===== config.mk =====
export PLATFORM = sky130hd
export DESIGN_NAME = ifeedback_lock_supervisor
export DESIGN_NICKNAME = d
export VERILOG_FILES = /design/src/rtl/ifeedback_lock_supervisor_pkg.sv /design/src/rtl/supervisor_abs_band.sv /design/src/rtl/ifeedback_lock_supervisor.sv
export SDC_FILE = /design/constraint.sdc
export NUM_CORES = 1
export LEC_CHECK = 0
export BUFFER_PORTS_ARGS = -buffer_cell sky130_fd_sc_hd__buf_2
export CAP_MARGIN = 15
export CORE_MARGIN = 2
export CORE_UTILIZATION = 61
export CTS_CLUSTER_SIZE = 8
export DETAILED_ROUTE_END_ITERATION = 10
export PLACE_DENSITY = 0.85
export SLEW_MARGIN = 5
export SYNTH_ARGS = -nofsm -noshare
export SYNTH_HDL_FRONTEND = slang
export SYNTH_SLANG_ARGS = --single-unit
export TNS_END_PERCENT = 5

===== constraint.sdc =====
create_clock -name clock -period 5.3 [get_ports clock]
set_clock_uncertainty 0.1 [all_clocks]
set_input_delay 1.06 -clock clock [delete_from_list [all_inputs] [get_ports clock]]
set_output_delay 1.06 -clock clock [all_outputs]
set_load 0.02 [all_outputs]

===== src/rtl/ifeedback_lock_supervisor_pkg.sv =====
// ifeedback_lock_supervisor_pkg: state encoding, control-rail limits and counter sizing shared by the supervisor.
package ifeedback_lock_supervisor_pkg;
    typedef enum logic [2:0] {
        ST_IDLE    = 3'd0,
        ST_RESET   = 3'd1,
        ST_ACQUIRE = 3'd2,
        ST_LOCKED  = 3'd3,
        ST_RAILED  = 3'd4,
        ST_FAULT   = 3'd5
    } state_e;
    localparam logic signed [13:0] CTRL_MAX = 14'sd8191;
    localparam logic signed [13:0] CTRL_MIN = -14'sd8192;
    function automatic int cnt_width(input int a, input int b, input int c, input int d);
        int m;
        m = a > b ? a : b;
        m = m > c ? m : c;
        m = m > d ? m : d;
        return $clog2(m + 1);
    endfunction
endpackage


===== src/rtl/supervisor_abs_band.sv =====
// supervisor_abs_band: registered |error| saturate/threshold compare and control-rail detect.
module supervisor_abs_band
    import ifeedback_lock_supervisor_pkg::*;
(
    input  logic               clock,
    input  logic               reset,
    input  logic signed [13:0] err_in,
    input  logic signed [13:0] ctrl_in,
    input  logic        [12:0] thresh_in,
    output logic               in_band_q,
    output logic               railed_q
);
    logic [12:0] abs_err;
    logic        in_band_d;
    logic        railed_d;
    always_comb begin
        // -8192 has no positive 14-bit twin, so it folds onto the largest magnitude
        abs_err   = err_in == CTRL_MIN ? 13'h1FFF : err_in[13] ? 13'(-err_in) : err_in[12:0];
        in_band_d = abs_err <= thresh_in;
        railed_d  = ctrl_in == CTRL_MAX || ctrl_in == CTRL_MIN;
    end
    always_ff @(posedge clock or posedge reset) begin
        if (reset) begin
            in_band_q <= 1'b0;
            railed_q  <= 1'b0;
        end else begin
            in_band_q <= in_band_d;
            railed_q  <= railed_d;
        end
    end
endmodule


===== src/rtl/ifeedback_lock_supervisor.sv =====
// ifeedback_lock_supervisor: sequences the I feedback loop through reset/acquire/lock
// and performs bounded automatic relocks when the control output rails.
module ifeedback_lock_supervisor
    import ifeedback_lock_supervisor_pkg::*;
#(
    parameter int LOCK_CYCLES   = 65536,
    parameter int UNLOCK_CYCLES = 1024,
    parameter int RAIL_CYCLES   = 4096,
    parameter int RESET_CYCLES  = 16,
    parameter int RELOCK_MAX    = 3
) (
    input  logic               clock,
    input  logic               reset,
    input  logic               enable,
    input  logic signed [13:0] errorMonitorIn,
    input  logic signed [13:0] controlSignalIn,
    input  logic        [12:0] lockThreshIn,
    output logic               intResetOut,
    output logic               intHoldOut,
    output logic               locked,
    output logic               fault,
    output logic        [2:0]  relockCount,
    output logic        [2:0]  stateOut
);
    localparam int CW = cnt_width(LOCK_CYCLES, UNLOCK_CYCLES, RAIL_CYCLES, RESET_CYCLES);
    logic          in_band;
    logic          railed;
    state_e        state_q, state_d;
    logic [CW-1:0] run_cnt_q, run_cnt_d, run_inc;
    logic [CW-1:0] rail_cnt_q, rail_cnt_d, rail_inc;
    logic [2:0]    relock_q, relock_d;
    logic          rst_out_q, rst_out_d;
    logic          hold_q, hold_d;
    logic          locked_q, locked_d;
    logic          fault_q, fault_d;
    logic          rail_hit;
    supervisor_abs_band u_band (
        .clock     (clock),
        .reset     (reset),
        .err_in    (errorMonitorIn),
        .ctrl_in   (controlSignalIn),
        .thresh_in (lockThreshIn),
        .in_band_q (in_band),
        .railed_q  (railed)
    );
    always_comb begin
        run_inc    = &run_cnt_q ? run_cnt_q : run_cnt_q + CW'(1);
        rail_inc   = &rail_cnt_q ? rail_cnt_q : rail_cnt_q + CW'(1);
        rail_hit   = railed && rail_inc >= CW'(RAIL_CYCLES);
        state_d    = state_q;
        run_cnt_d  = '0;
        rail_cnt_d = '0;
        relock_d   = relock_q;
        case (state_q)
            ST_IDLE:    state_d = enable ? ST_RESET : ST_IDLE;
            ST_RESET: begin
                if (run_inc >= CW'(RESET_CYCLES)) state_d = ST_ACQUIRE;
                else run_cnt_d = run_inc;
            end
            ST_ACQUIRE: begin
                if (rail_hit) state_d = ST_RAILED;
                else if (in_band && run_inc >= CW'(LOCK_CYCLES)) state_d = ST_LOCKED;
                else begin
                    run_cnt_d  = in_band ? run_inc : '0;
                    rail_cnt_d = railed ? rail_inc : '0;
                end
            end
            ST_LOCKED: begin
                if (rail_hit) state_d = ST_RAILED;
                else if (!in_band && run_inc >= CW'(UNLOCK_CYCLES)) state_d = ST_ACQUIRE;
                else begin
                    run_cnt_d  = in_band ? '0 : run_inc;
                    rail_cnt_d = railed ? rail_inc : '0;
                end
            end
            ST_RAILED: begin
                state_d  = relock_q == 3'(RELOCK_MAX) ? ST_FAULT : ST_RESET;
                relock_d = relock_q == 3'(RELOCK_MAX) ? relock_q : relock_q + 3'd1;
            end
            ST_FAULT:   state_d = ST_FAULT;
            default:    state_d = ST_IDLE;
        endcase
        if (!enable) begin
            state_d    = ST_IDLE;
            run_cnt_d  = '0;
            rail_cnt_d = '0;
        end
        // clear on entry so the count reads zero the first cycle IDLE is visible
        if (state_d == ST_IDLE) relock_d = '0;
        rst_out_d = state_d == ST_IDLE || state_d == ST_RESET || state_d == ST_FAULT;
        hold_d    = state_d == ST_RAILED;
        locked_d  = state_d == ST_LOCKED;
        fault_d   = state_d == ST_FAULT;
    end
    always_ff @(posedge clock or posedge reset) begin
        if (reset) begin
            state_q    <= ST_IDLE;
            run_cnt_q  <= '0;
            rail_cnt_q <= '0;
            relock_q   <= '0;
            rst_out_q  <= 1'b1;
            hold_q     <= 1'b0;
            locked_q   <= 1'b0;
            fault_q    <= 1'b0;
        end else begin
            state_q    <= state_d;
            run_cnt_q  <= run_cnt_d;
            rail_cnt_q <= rail_cnt_d;
            relock_q   <= relock_d;
            rst_out_q  <= rst_out_d;
            hold_q     <= hold_d;
            locked_q   <= locked_d;
            fault_q    <= fault_d;
        end
    end
    assign intResetOut = rst_out_q;
    assign intHoldOut  = hold_q;
    assign locked      = locked_q;
    assign fault       = fault_q;
    assign relockCount = relock_q;
    assign stateOut    = state_q;
endmodule


==> metrics.txt <==
Antenna diodes=0; status=finished clean; initial antenna violation count=0; placed instance area=approximately 3600 sq um; Final Core Density=just over 70%; Cell Count, Final, Fillers Out=488; DRC violations left=0; Arr. time, crit path=approximately 4.5 ns; layout cells sized above 1=a little under 20%; drt first pass iters=4; number of gates resized after CTS=0; WP data required=5.43 ns; fin nets=around 480; gr ovfl total=0; Initial Utilization=63.3%; Avg Vias per Cell=roughly 5.8; vias in the first global route=roughly 2800; fraction of registers with async set/reset=100%; Iter 0 DRT Violations=165; CP Capture Type=register; Reg power frac=between 40% and 50%; met2 WL=3420 microns; CTS clk-pin slew, worst paths=approximately 0.08 ns; critical path type=input pin to register; htree depth=2; syn avg cell area=8.98 sq um; worst-path fanout max=12; most frequent cells in the layout=buf_2, dfrtp_1, nor2_1; Cells after Synth=360; DRT Wirelength=6760 microns; Internal=0.608 mW; DP Cell Count=480; Least-Margin Pin Slew=just over 0.7 ns; setup ws final=0.892 ns; Total GRT Usage=24.1%; hold_buf cts=0; Mapped Area=roughly 3200 sq um; combinational fraction of design power=14.5%; WL met1=2980 microns; most common cell after layout, fill and taps aside=buf_2; CTS tree=built; met3 wire len=around 260 microns; clock share of power=between 30 and 40%; leakage power=1.68 nW; row count=26; fin crit share=between 80 and 90%; Ys Warns=0; top layer in use=met4; DP Worst Slack=between 0.5 and 0.6 ns; RSZ-0062 raised after global routing=no; post-DP HPWL=about 5100 microns; worst skew pair latency=0.29 ns; HP Class=register to register; Worst VDD drop=around 140 uV; Area Growth Syn to Fin=14.8%; crit start category=input pin; Final Hold Viols=0; P_sw=slightly below 0.2 mW; top_reg_cell synth=dfrtp_1; Post-CTS Setup Bufs=0; #FFs+latches synth=46; Final Setup Violations=0; # IOs=54; first-pass GRT wire length=around 12000 microns; Sink Count=between 40 and 50; # fillers=404; WL per Instance=roughly 14 microns; die area=just under 6000 sq um; CP max stage cell=or3b_2; IO Port Bufs=between 50 and 60; sw frac=24.3%; Inserted Clock Buffers=5; WP buf/inv=2; final instance area=approximately 3700 sq um; EDFF count, synth=0; max cap viols=0; Vias=approximately 2900; Clock Path Buffers=2; largest net degree at the start of global routing=47; post-route minimum period=~4.4 ns; Slew Limit Fails=0; setup total negative slack=0 ns; number of library cell types mapped by synthesis=55; Die Width=between 70 and 80 microns; number of routed nets with antenna violations=0; Worst path max stage delay=about 0.6 ns; Die Height=76.8 microns; CORE AREA=just over 5000 sq um; Rel. slew slack=52.2%; PD cells=217 nW/um^2; crit-path cells=buf_2, inv_1, ha_1, nand2b_1, or4_1, nand2b_1, or3_1, or3b_2, o211ai_1, ha_1, nor2b_1, o21a_1, o21a_1, o21a_1, o21a_1, o21ai_0, a221o_1; Crit path max-delay family=simple AND/OR/NAND/NOR gates; GP Congestion=0.830; fmax=about 230 MHz; clock root cell=clkbuf_8; post-synthesis sequential area ratio=between 30% and 40%; CP most frequent cell=o21a_1
[area by class of cell]
cell class | count | area [sq um] | area share [%]
repair buffers | 54 | 273 | 7.35
clock inverters | 2 | 60.1 | 1.62
well taps | 70 | 87.6 | 2.36
flip-flops and latches | 46 | 1150 | 31.0
inverters | 25 | 93.8 | 2.53
multi-input cells | 285 | 1960 | 52.9
clock buffers | 6 | 82.6 | 2.22
[power groups by stage]
stage	Clock, mW	Combinational (mW)	Sequential, mW
detailed placement	0	0.116	0.373
CTS	0.325	0.117	0.366
global route	0.334	0.132	0.368
floorplan	0	0.0728	0.374
global placement	0	0.110	0.373
finish	0.321	0.116	0.367
[logic make-up (layout without fill, tap and decap cells)]
kind of cell | after synthesis | after routing | share of synthesized area (%)
flops | 46 | 46 | 35.6
other cells | 1 | 6 | 0.116
compound gates | 59 | 59 | 13.2
fa+ha+maj | 18 | 18 | 6.96
xor+xnor | 34 | 34 | 9.21
simple gates | 161 | 161 | 28.4
mux | 7 | 7 | 2.21
buf+inv | 34 | 87 | 4.26
[metal layers]
| layer | track usage [%] | vias up |
|---|---|---|
| li1 | - | 1397 |
| met1 | 29.7 | 1368 |
| met2 | 43.4 | 75 |
| met3 | 3.18 | 11 |
| met4 | 7.82 | 0 |
| met5 | 0 | - |
[stage by stage]
stage / hold slack (ns) / total power [mW]
6_report: 0.463 / 0.804
2_1_floorplan: 0.480 / 0.447
3_3_place_gp: 0.434 / 0.483
5_1_grt: 0.504 / 0.834
3_5_place_dp: 0.460 / 0.490
4_1_cts: 0.463 / 0.809
[worst paths after layout]
kind                                         from                    endpoint  slack [ns]  cells after the start
max in group asynchronous                   reset       intResetOut$_DFF_PP1_        3.91                      3
max                             errorMonitorIn[1]  u_band.in_band_q$_DFF_PP0_        0.89                     17
min in group asynchronous                   reset      run_cnt_q[1]$_DFF_PP0_        0.80                      3
min                         stateOut[2]$_DFF_PP0_        intHoldOut$_DFF_PP0_        0.46                      1
min reg2reg                 stateOut[2]$_DFF_PP0_        intHoldOut$_DFF_PP0_        0.46                      1
max reg2reg                run_cnt_q[0]$_DFF_PP0_      run_cnt_q[7]$_DFF_PP0_        1.83                      8
[Yosys cell counts, types with 2 or more instances]
cell type,number,share of area (%)
nand4b_1,2,0.54
inv_1,25,2.9
xor2_1,19,5.1
clkbuf_1,6,0.70
nand2_1,28,3.2
nor2_1,35,4.1
a31oi_1,3,0.58
buf_2,2,0.31
o211ai_1,3,0.70
or3_1,2,0.39
and3_1,5,0.97
o31ai_1,4,0.93
o21ai_0,11,1.7
and2_1,3,0.58
or4_1,4,0.93
nand3_1,21,3.2
o41ai_1,2,0.54
nor2b_1,3,0.58
dfrtp_1,45,35
nor3b_2,10,3.9
nor3b_1,2,0.46
nand4_1,11,2.1
a22oi_1,5,1.2
a21o_1,2,0.46
xnor2_1,15,4.1
nor3_1,10,1.5
ha_1,18,7.0
nor4_1,9,1.7
nand2b_1,3,0.58
mux2i_1,6,1.9
o21a_1,7,1.6
nand4_2,2,0.77
and4_1,3,0.81
a21oi_1,13,2.0
[state kept, by name, indices dropped and copies added (netlist names)]
register and count:
run_cnt_q 17, intResetOut 1, relockCount 3, fault 1, rail_cnt_q 17, locked 1, u_band.railed_q 1, stateOut 3
u_band.in_band_q 1, intHoldOut 1
Note: power is estimated with default switching activity, not from simulation.
